--- src/rtl/uart_tx_arbiter.sv ---
// uart_tx_arbiter
// Round-robin arbiter that shares a single uart_core transmitter between
// NUM_REQ byte requesters. It is the only master on uart_core's register
// bus. Every transfer is a fixed sequence: load the TX register, set tx_en
// in CTRL, wait for intr_tx, then clear tx_en. The rx_en bit and the baud
// divisor in CTRL are kept in step with the configuration inputs.
//
// All bus and status outputs are registered. The next-state process works
// out the values that belong to the state being entered, so the outputs
// line up with the state they describe.

module uart_tx_arbiter #(
  parameter int NUM_REQ   = 4,
  parameter int TIMEOUT_W = 20,
  localparam int ID_W     = (NUM_REQ > 1) ? $clog2(NUM_REQ) : 1
) (
  input  logic                 clk_i,
  input  logic                 rst_i,
  input  logic [NUM_REQ-1:0]   req_valid_i,
  input  logic [8*NUM_REQ-1:0] req_data_i,
  output logic [NUM_REQ-1:0]   req_ready_o,
  input  logic [15:0]          clks_per_bit_i,
  input  logic                 rx_en_i,
  output logic                 ren_o,
  output logic                 we_o,
  output logic [3:0]           addr_o,
  output logic [31:0]          wdata_o,
  input  logic                 intr_tx_i,
  output logic                 busy_o,
  output logic [ID_W-1:0]      grant_id_o,
  output logic                 timeout_o
);

  localparam logic [3:0] ADDR_CTRL = 4'd0;
  localparam logic [3:0] ADDR_TX   = 4'd4;

  typedef enum logic [2:0] {
    S_IDLE,
    S_CFG,
    S_LOAD,
    S_START,
    S_WAIT,
    S_STOP
  } state_t;

  state_t                 state_reg, state_next;
  logic [ID_W-1:0]        ptr_reg, ptr_next;
  logic                   rx_en_q_reg, rx_en_q_next;
  logic [TIMEOUT_W-1:0]   wd_reg, wd_next, wd_inc;

  logic                   we_next;
  logic [3:0]             addr_next;
  logic [31:0]            wdata_next;
  logic [NUM_REQ-1:0]     ready_next;
  logic                   busy_next;
  logic [ID_W-1:0]        grant_next;
  logic                   timeout_next;
  logic [ID_W-1:0]        pick;

  logic [7:0]             req_bytes [NUM_REQ];

  // Split the flat data bus into one byte per requester.
  generate
    for (genvar gi = 0; gi < NUM_REQ; gi++) begin : g_bytes
      assign req_bytes[gi] = req_data_i[8*gi +: 8];
    end
  endgenerate

  // The core is never read.
  assign ren_o = 1'b0;

  assign wd_inc = wd_reg + 1'b1;

  // CTRL register layout: divisor at [18:3], rx_en at [1], tx_en at [0].
  function automatic logic [31:0] ctrl_word(input logic [15:0] cpb,
                                            input logic        rx_en,
                                            input logic        tx_en);
    return {13'b0, cpb, 1'b0, rx_en, tx_en};
  endfunction

  // First valid requester at or after the pointer, wrapping modulo NUM_REQ.
  function automatic logic [ID_W-1:0] rr_pick(input logic [NUM_REQ-1:0] valid,
                                              input logic [ID_W-1:0]    ptr);
    logic [ID_W-1:0] sel;
    logic [ID_W-1:0] cand;
    logic            found;
    int              idx;
    sel   = ptr;
    found = 1'b0;
    for (int k = 0; k < NUM_REQ; k++) begin
      idx = int'(ptr) + k;
      if (idx >= NUM_REQ) idx = idx - NUM_REQ;
      cand = ID_W'(idx);
      if (!found && valid[cand]) begin
        found = 1'b1;
        sel   = cand;
      end
    end
    return sel;
  endfunction

  // Next-state logic and the registered output values of the state entered.
  always_comb begin
    state_next   = state_reg;
    ptr_next     = ptr_reg;
    rx_en_q_next = rx_en_q_reg;
    wd_next      = wd_reg;
    we_next      = 1'b0;
    addr_next    = addr_o;
    wdata_next   = wdata_o;
    ready_next   = '0;
    grant_next   = grant_id_o;
    timeout_next = 1'b0;
    pick         = rr_pick(req_valid_i, ptr_reg);

    case (state_reg)
      S_IDLE: begin
        // A pending rx_en change is written before any new grant.
        if (rx_en_i != rx_en_q_reg) begin
          state_next   = S_CFG;
          we_next      = 1'b1;
          addr_next    = ADDR_CTRL;
          wdata_next   = ctrl_word(clks_per_bit_i, rx_en_i, 1'b0);
          rx_en_q_next = rx_en_i;
        end else if (|req_valid_i) begin
          state_next       = S_LOAD;
          grant_next       = pick;
          we_next          = 1'b1;
          addr_next        = ADDR_TX;
          wdata_next       = {24'b0, req_bytes[pick]};
          ready_next[pick] = 1'b1;
        end
      end

      S_CFG: begin
        state_next = S_IDLE;
      end

      S_LOAD: begin
        state_next   = S_START;
        we_next      = 1'b1;
        addr_next    = ADDR_CTRL;
        wdata_next   = ctrl_word(clks_per_bit_i, rx_en_i, 1'b1);
        rx_en_q_next = rx_en_i;
        wd_next      = '0;
      end

      S_START: begin
        state_next = S_WAIT;
      end

      S_WAIT: begin
        wd_next = wd_inc;
        // Byte completion takes precedence over an expiring watchdog.
        if (intr_tx_i || (wd_inc == '1)) begin
          state_next   = S_STOP;
          timeout_next = !intr_tx_i;
          we_next      = 1'b1;
          addr_next    = ADDR_CTRL;
          wdata_next   = ctrl_word(clks_per_bit_i, rx_en_i, 1'b0);
          rx_en_q_next = rx_en_i;
          if (grant_id_o == ID_W'(NUM_REQ - 1)) ptr_next = '0;
          else                                 ptr_next = grant_id_o + 1'b1;
        end
      end

      S_STOP: begin
        state_next = S_IDLE;
      end

      default: begin
        state_next = S_IDLE;
      end
    endcase

    busy_next = (state_next != S_IDLE);
  end

  // State, arbitration bookkeeping and output registers.
  always_ff @(posedge clk_i or posedge rst_i) begin
    if (rst_i) begin
      state_reg   <= S_IDLE;
      ptr_reg     <= '0;
      rx_en_q_reg <= 1'b0;
      wd_reg      <= '0;
      we_o        <= 1'b0;
      addr_o      <= '0;
      wdata_o     <= '0;
      req_ready_o <= '0;
      busy_o      <= 1'b0;
      grant_id_o  <= '0;
      timeout_o   <= 1'b0;
    end else begin
      state_reg   <= state_next;
      ptr_reg     <= ptr_next;
      rx_en_q_reg <= rx_en_q_next;
      wd_reg      <= wd_next;
      we_o        <= we_next;
      addr_o      <= addr_next;
      wdata_o     <= wdata_next;
      req_ready_o <= ready_next;
      busy_o      <= busy_next;
      grant_id_o  <= grant_next;
      timeout_o   <= timeout_next;
    end
  end

endmodule

--- config.mk ---
export PLATFORM = sky130hd
export DESIGN_NAME = uart_tx_arbiter
export DESIGN_NICKNAME = d
export VERILOG_FILES = /design/src/rtl/uart_tx_arbiter.sv
export SDC_FILE = /design/constraint.sdc
export NUM_CORES = 1
export LEC_CHECK = 0
export ABC_AREA = 1
export CORE_ASPECT_RATIO = 0.6
export CORE_MARGIN = 4
export CORE_UTILIZATION = 49
export CTS_CLUSTER_DIAMETER = 30
export DETAILED_ROUTE_END_ITERATION = 16
export PLACE_DENSITY_LB_ADDON = 0.2
export SYNTH_ARGS = -nofsm -noshare
export SYNTH_HDL_FRONTEND = slang
export SYNTH_SLANG_ARGS = --single-unit
--- constraint.sdc ---
create_clock -name clk_i -period 2.2 [get_ports clk_i]
set_input_delay 0.55 -clock clk_i [delete_from_list [all_inputs] [get_ports clk_i]]
set_output_delay 0.55 -clock clk_i [all_outputs]
set_load 0.05 [all_outputs]
==> results.toml, run 1 <==
[setup_path]
cp.arrival_ps = 2420
r2r_cells = 14
start_kind = "flop"
critical_path_class = "reg -> reg"
crit_path_max_fanout = 8
required_ps = 2390
endpoint_kind = "flop"

[timing]
worstMarginPinSlew_ps = 548
setup_viol = 13
slew_headroom_pct = 63.3
finalCriticalPeriod_ps = 2230
rsz0062_at_grt = "true"
fin_crit_sh_pct = 101
finClkSkew_ps = 10.7
drv_slew = 0
tns_ps = -134
max_freq_ghz = 0.449
finalHoldViolCount = 0
setup_ws_ps = -29.1

[drt]
drtPass1Iterations = 5
drtIter0Drc = 484
via_per_inst = 5.14
wl_um = 10800
drtAntennaViolNets = 0
vias = 3780
drc = 0
wl_per_cell_um = 14.7

[floorplanning]
ios = 102
rows = 24
die_w_um = 121
dieArea_sq_um = 9170
start_util_pct = 51.0
fp.coreArea_sq_um = 7360
die_h_um = 75.8

[yosys]
yosys.area.top_type = "dfrtp_1"
synth-seq-cells = 55
synth_top_area_share_pct = 36.7
seq_area_frac_synth_pct = 36.7
yosysWarnings = 0
syn_avg_cell_area_sq_um = 7.29
synth.cell_area_sq_um = 3750
synth_area_leaders = "dfrtp_1 (37%), nand2_1 (19%), nand3_1 (5.7%)"
netlist-cell-type-count = 39
synthesis.instances = 515

[job]
max_cap_viol_count = 0

[power_and_ir_drop]
peakVddDrop_v = 0.00103
p_leak_nw = 2.53
power_density_nw_per_um2 = 1500
power_w = 0.00793

[global_route]
grt_pass1_wl_um = 16500
antenna_found_initial = 0
grt-ovfl-total = 0
track_usage_pct = 22.6
grt_pass1_vias = 3336
grt_max_degree = 41

[placed_design]
port_buffers = 84
dp_cells = 715
dpl_cell_area_sq_um = 4780
dpl.hpwl_um = 8030
place.gp.congestion = 0.984

[clock_network]
cts_max_path_buffers = 2
ctsHoldBuffers = 0
cts_tree = "yes"
htreeDepth = 2
clock-sinks = 55
clk_latency_ps = 290
numCtsBuffers = 5
clk_pin_slew_ps = 80
root_buffer = "clkbuf_16"

[outcome]
status = "finished, violations left"
violations = "setup timing"

[min_path]
hold_path_class = "reg -> reg"
hold_path_depth = 2

[finish]
final_cell_area_sq_um = 5270
largest_reg_flops = 20
fin_util_pct = 71.6
fillerInstances = 578
nets = 690
area_delta_synth_final_pct = 40.5
final_cell_mix = "nand2_1 (180), clkdlybuf4s50_1 (80), dfrtp_1 (51)"
final_common_cell = "nand2_1"
final_layout_size_suffix_gt1_share_pct = 23.9
n_antenna_cell = 0
layoutNonFillerInstCount = 736
[cell usage after synthesis]
| cell type | instances |
|---|---|
| a21oi_1 | 2 |
| a22o_1 | 1 |
| a31oi_1 | 1 |
| buf_2 | 3 |
| buf_4 | 18 |
| buf_6 | 6 |
| clkbuf_1 | 2 |
| clkinv_1 | 2 |
| conb_1 | 1 |
| dfrtp_1 | 55 |
| ha_1 | 3 |
| inv_1 | 40 |
| inv_2 | 1 |
| inv_6 | 1 |
| nand2_1 | 194 |
| nand2_2 | 29 |
| nand2_4 | 4 |
| nand3_1 | 43 |
| nand3_2 | 1 |
| nand3_4 | 3 |
| nand4_1 | 3 |
| nand4_2 | 2 |
| nor2_1 | 28 |
| nor2_2 | 5 |
| nor2_4 | 1 |
| nor2_8 | 3 |
| nor3_1 | 6 |
| nor3b_1 | 1 |
| nor4_1 | 4 |
| o21ai_0 | 11 |
| o21ai_1 | 6 |
| o21ai_2 | 12 |
| o21bai_1 | 1 |
| o22ai_1 | 12 |
| or2_2 | 3 |
| xnor2_1 | 1 |
| xnor2_2 | 1 |
| xor2_1 | 4 |
| xor2_2 | 1 |
[path summary, 6_finish.rpt]
path / startpoint / to / slack (ps)
min in group asynchronous: rst_i / wd_reg[11] / 550
worst min-delay path: wdata_o[18] / wdata_o[18] / 490
worst max register to register: wd_reg[1] / wdata_o[9] / -30
worst min register to register: wdata_o[18] / wdata_o[18] / 490
worst max-delay path: wd_reg[1] / wdata_o[9] / -30
max in group asynchronous: rst_i / wd_reg[2] / 1100
[timing repair]
item	in CTS	in global routing
gates cloned	1	1
setup endpoints to repair	14	26
pin swaps	6	27
resized for setup	20	43
setup buffers	2	9
[power by group]
group,internal (W),switching [W]
Clock,0.000433,0.000376
Combinational,0.00205,0.00348
Sequential,0.00133,0.000261
Total,0.00381,0.00411
[per-stage QoR]
stage          hold slack (ps)  setup WS [ps]
2_1_floorplan              508            213
3_3_place_gp               465           -309
3_5_place_dp               471           -450
4_1_cts                    491           9.10
5_1_grt                    527           -173
6_report                   493          -29.1
[routing by layer]
layer  vias up  routed length, um  track usage [%]
met5         -                  0                0
met4         0                 70             4.27
met3        12                930             6.08
met2       150               4700             32.3
met1      1769               5120             34.5
li1       1849                  -                -
[cells by family (layout without fill, tap and decap cells)]
family	Yosys count	in the layout	share of synthesized area, %
simple gates	330	330	41.7
buf+inv	73	174	10.5
flops	55	55	36.7
compound gates	46	46	7.94
xor+xnor	7	7	2.03
fa+ha+maj	3	3	1.00
other cells	1	17	0.0999
[worst max-delay path: stages (launching register included)]
cell     delay (ps)
dfrtp_1         420
ha_4            190
nand2_4          70
nor2_4          210
nand2_4         120
xor2_2          170
nor2_1          120
nand3_2         100
nor2_2          120
nand2_2          70
nand3_2          80
nand3_4         140
buf_12          200
nand2_4          60
o21ai_2          50
[layout make-up]
cell class,instances,area [sq um],share of cell area (%)
inverters,44,171,3.25
clock inverters,3,26.3,0.498
well taps,104,130,2.47
multi-input cells,403,2250,42.7
flip-flops and latches,55,1380,26.2
clock buffers,5,125,2.37
repair buffers,122,1190,22.5
Note: power is estimated with default switching activity, not from simulation.
==> inputs of run 2 (changes only) <==
- SKIP_CTS_REPAIR_TIMING: unset -> 1
==> run 2 against run 1 <==
The run still ends with setup timing left. Utilization is 2.1 points higher. Clock-buffer cell count stayed put. Sequential power is 3% higher. Register-to-register slack worse by 40 ps. Worst setup slack worse by 37 ps. Sequential cell count stayed put. Routed wire length is 9.2% higher. Highest routed layer unchanged.
==> results.toml, run 2 (same netlist as run 1, synthesis figures left out) <==
[setup_path]
timing.rr.end = "wdata_o[6]"
path_delay_family = "simple AND/OR/NAND/NOR gates"
cp_num_buf_inv = 3
r2r_cells = 17
slowest_stage = "dfrtp_4"
crit_cells = 17
slowest_delay_ps = 580
start_kind = "flop"
critical_path_class = "reg -> reg"
crit_path_max_fanout = 8
r2r_start = "ptr_reg[0]"
path_common_cell = "nand2_1"
endpoint_kind = "flop"
worstPathCellList = "buf_6, nand2_4, nand3_4, o21ai_4, inv_2, nor2_8, nand3_4, buf_6, nand2_8, nand2_1, nand2_1, nand2_1, nand2_1, nand2_1, nand2_1, nand2_1, nand2_1"
rrSetupSlack_ps = -70
cp.arrival_ps = 2500
required_ps = 2440

[power_and_ir_drop]
internal_power_w = 0.00402
p_leak_nw = 2.57
power_w = 0.00844
power_density_nw_per_um2 = 1560
combPwrFrac_pct = 71.1
p_sw_w = 0.00442
netSwitchingFraction_pct = 52.3
pwr-share-clk_pct = 9.6
peakVddDrop_v = 0.00108
p_seq_share_pct = 19.3

[outcome]
status = "finished, violations left"
violations = "setup timing"

[floorplanning]
dieArea_sq_um = 9170
ios = 102
die_h_um = 75.8
start_util_pct = 51.0
fp.coreArea_sq_um = 7360
rows = 24
die_w_um = 121

[drt]
wl_per_cell_um = 16.0
drtAntennaViolNets = 0
drtIter0Drc = 470
via_per_inst = 5.35
wl_um = 11800
vias = 3949
drc = 0
drtPass1Iterations = 7

[timing]
rsz0062_at_grt = "true"
finalCriticalPeriod_ps = 2270
slew_headroom_pct = 62.8
finalHoldViolCount = 0
setup_viol = 19
drv_slew = 0
setup_ws_ps = -66.6
finClkSkew_ps = 7.72
max_freq_ghz = 0.441
fin_crit_sh_pct = 103
worstMarginPinSlew_ps = 556

[finish]
final_common_cell = "nand2_1"
multiInputGateArea_sq_um = 2330
final_cell_mix = "nand2_1 (168), clkdlybuf4s50_1 (80), dfrtp_1 (52)"
fillerInstances = 550
final_cell_area_sq_um = 5420
nets = 692
area_delta_synth_final_pct = 44.5
largest_reg_flops = 20
seq_area_sq_um = 1380
n_antenna_cell = 0
final_layout_size_suffix_gt1_share_pct = 26.7
fin_util_pct = 73.7

[global_route]
use_met1_pct = 34.1
grt_pass1_wl_um = 16200
track_usage_pct = 22.2
grt_most_used_layer = "met1"
grt_max_degree = 41
met2_usage_pct = 31.4
grt-ovfl-total = 0
antenna_found_initial = 0
met3_usage_pct = 6.08
grt_pass1_vias = 3289

[clock_network]
cts_max_path_buffers = 2
cts_tree = "yes"
clk_pin_slew_ps = 70
numCtsBuffers = 5
clk_latency_ps = 290
clock-sinks = 55
root_buffer = "clkbuf_16"
htreeDepth = 2

[min_path]
hold_path.startpoint = "wdata_o[9]"
hold_path_depth = 2
hold_path_class = "reg -> reg"
min_delay_worst_endpoint = "wdata_o[9]"

[placed_design]
dpl_cell_area_sq_um = 4780
dpl.hpwl_um = 8030
port_buffers = 84
place.gp.congestion = 0.984

[job]
max_cap_viol_count = 0
## run 2: changes by cell type in the layout (fill, tap and decap cells not counted), sizes merged
cell,delta
dlygate4sd2,-4
clkinv,-1
buf,-1
dlymetal6s2s,+4
clkbuf,+1
nand2,+2
inv,+1
## run 2: power groups by stage
stage                     Clock [W]  Combinational, W  Sequential (W)
after floorplan                   0           0.00283         0.00225
after global placement            0           0.00482         0.00157
after detailed placement          0           0.00490         0.00158
after CTS                  0.000823           0.00496         0.00156
after global routing       0.000870           0.00641         0.00166
final                      0.000814           0.00600         0.00163
## run 2: final cells by class
cell class,instances,share of cell area (%)
timing repair buffer,122,23.3
tap,104,2.40
inverter,44,3.14
clock inverter,3,0.484
multi-input combinational,405,42.9
sequential,55,25.5
clock buffer,5,2.31
## run 2: how the worst max path moves through the flow
stage                        to      startpoint  slack, ps
floorplan           wdata_o[10]       wd_reg[1]        210
finish               wdata_o[6]      ptr_reg[0]        -70
global route         wdata_o[5]      ptr_reg[0]       -190
detailed placement   wdata_o[7]  req_valid_i[3]       -450
global placement     wdata_o[7]  req_valid_i[3]       -310
CTS                  wdata_o[7]  req_valid_i[3]       -190
## run 2: worst reg2reg max path: stages (launching register included)
cell	delay, ps
dfrtp_4	580
buf_6	170
nand2_4	70
nand3_4	70
o21ai_4	80
inv_2	80
nor2_8	150
nand3_4	210
buf_6	210
nand2_8	80
nand2_1	80
nand2_1	80
nand2_1	60
nand2_1	80
nand2_1	60
nand2_1	50
nand2_1	40
nand2_1	50
## run 2: through the flow
step           cells  setup TNS, ps  worst slack, ps  hold WS, ps
3_5_place_dp     715          -5390             -450          471
6_report         738           -577            -66.6          490
4_1_cts          723           -758             -192          491
2_1_floorplan    531              0              213          508
5_1_grt          738          -2930             -187          518
3_3_place_gp     715          -3890             -309          465
## run 2: layer usage
layer / wire length, um / vias to the layer above
met3: 1160 / 36
met5: 0 / -
met1: 5250 / 1844
met4: 253 / 0
met2: 5160 / 222
li1: - / 1847
==> inputs of run 3 (changes only) <==
- CTS_CLUSTER_DIAMETER: 30 -> 100
- SLEW_MARGIN: unset -> 10
- clock period: 2.2 -> 2.6 ns (I/O delays scaled with it)
==> run 3 against run 2 <==
The run now ends clean. Critical path depth fell by 1. Via count fell by 8.0%. Worst hold slack got worse by 13 ps. Utilization down 7.5 points. Clock skew increased by 1.9 ps. Critical path type unchanged. Largest cell class unchanged. Largest power group unchanged.
==> results.toml, run 3 (same netlist as run 1, synthesis figures left out) <==
[outcome]
status = "finished, final reports clean"

[power_and_ir_drop]
p_leak_nw = 2.29
peakVddDrop_v = 0.000954
power_w = 0.00617
power_density_nw_per_um2 = 1270

[timing]
max_freq_ghz = 0.418
worstMarginPinSlew_ps = 547
drv_slew = 0
finalHoldViolCount = 0
finClkSkew_ps = 9.66
fin_crit_sh_pct = 92.1
slew_headroom_pct = 63.4
setup_viol = 0
rsz0062_at_grt = "true"
finalCriticalPeriod_ps = 2390
tns_ps = 0

[clock_network]
clock-sinks = 55
clk_latency_ps = 290
root_buffer = "clkbuf_16"
cts_tree = "yes"
numCtsBuffers = 5
clk_pin_slew_ps = 70
cts_max_path_buffers = 2
htreeDepth = 2

[finish]
layoutNonFillerInstCount = 710
n_antenna_cell = 0
largest_reg_flops = 20
fin_util_pct = 66.2
nets = 664
final_layout_size_suffix_gt1_share_pct = 14.7
area_delta_synth_final_pct = 29.9
final_cell_mix = "nand2_1 (193), clkdlybuf4s50_1 (84), dfrtp_1 (55)"
final_common_cell = "nand2_1"
fillerInstances = 656

[drt]
drtAntennaViolNets = 0
drtIter0Drc = 253
drtPass1Iterations = 4
via_per_inst = 5.12
drc = 0
wl_per_cell_um = 13.7
vias = 3633
wl_um = 9720

[setup_path]
cp.arrival_ps = 2580
worstPathCellList = "ha_1, nand2_2, nor2_4, nand2_2, nor2_2, nand2_1, nand2_1, nor2_1, nand2_1, nor2_2, nand2_2, nand2_1, nand2_2, nand3_4, nand3_1, nand2_1"
path_common_cell = "nand2_1"
r2r_cells = 16
slowest_delay_ps = 430
r2r_start = "wd_reg[1]"
endpoint_kind = "flop"
slowest_stage = "dfrtp_1"
required_ps = 2790
rrSetupSlack_ps = 210
timing.rr.end = "wdata_o[4]"
start_kind = "flop"
critical_path_class = "reg -> reg"
crit_path_max_fanout = 8

[global_route]
grt-ovfl-total = 0
antenna_found_initial = 0
grt_max_degree = 56
track_usage_pct = 21.4
grt_pass1_wl_um = 15700
grt_pass1_vias = 3348

[placed_design]
dp_cells = 702
port_buffers = 84
dpl.hpwl_um = 7530
place.gp.congestion = 0.902

[min_path]
hold_path_depth = 2
hold_path_class = "reg -> reg"
hold_path.startpoint = "addr_o[2]"
min_delay_worst_endpoint = "addr_o[2]"

[floorplanning]
dieArea_sq_um = 9170
rows = 24
fp.coreArea_sq_um = 7360
start_util_pct = 51.0
die_h_um = 75.8
die_w_um = 121
ios = 102

[job]
max_cap_viol_count = 0
==> run 3: report_power, final <==
group / switching, W / total, W / leakage, nW / internal, W
sequential: 0.000209 / 0.00133 / 0.723 / 0.00112
clock: 0.000305 / 0.000762 / 0.0804 / 0.000458
combinational: 0.00270 / 0.00408 / 1.49 / 0.00138
==> run 3: stage by stage <==
step,instance area (sq um),hold slack (ps),setup WS (ps)
global placement,4690,465,-71.3
finish,4870,476,206
detailed placement,4690,466,-155
CTS,4860,488,152
floorplan,3810,508,601
global route,4870,512,0.320
==> run 3: routing by layer <==
layer	vias up	wire length [um]	track usage [%]
li1	1791	-	-
met3	16	683	4.53
met1	1702	4790	32.2
met4	0	169	6.53
met2	124	4080	30.9
met5	-	0	0
==> run 3: worst max-delay path: cells and delay by family, from the launching register on <==
| family | cells | cell delay, ps |
|---|---|---|
| AND/OR/NAND/NOR | 15 | 1560 |
| adder cells (fa/ha/maj) | 1 | 310 |
| flip-flops | 1 | 430 |
==> run 3: cell type report <==
type                    count  area (sq um)  area share (%)
multi-input cells         403          2060            42.2
clock inverters             3          46.3           0.950
inverters                  44           170            3.49
repair buffers             96           968            19.9
well taps                 104           130            2.67
flip-flops and latches     55          1380            28.2
clock buffers               5           125            2.57
==> run 3: how the worst max path moves through the flow <==
stage | cells after the start | to | from
after detailed placement | 16 | wdata_o[5] | req_valid_i[2]
final | 16 | wdata_o[4] | wd_reg[1]
after CTS | 16 | wdata_o[5] | req_valid_i[2]
after global placement | 17 | wdata_o[6] | req_valid_i[2]
after global routing | 17 | wdata_o[5] | req_valid_i[2]
after floorplan | 17 | wdata_o[0] | req_valid_i[3]
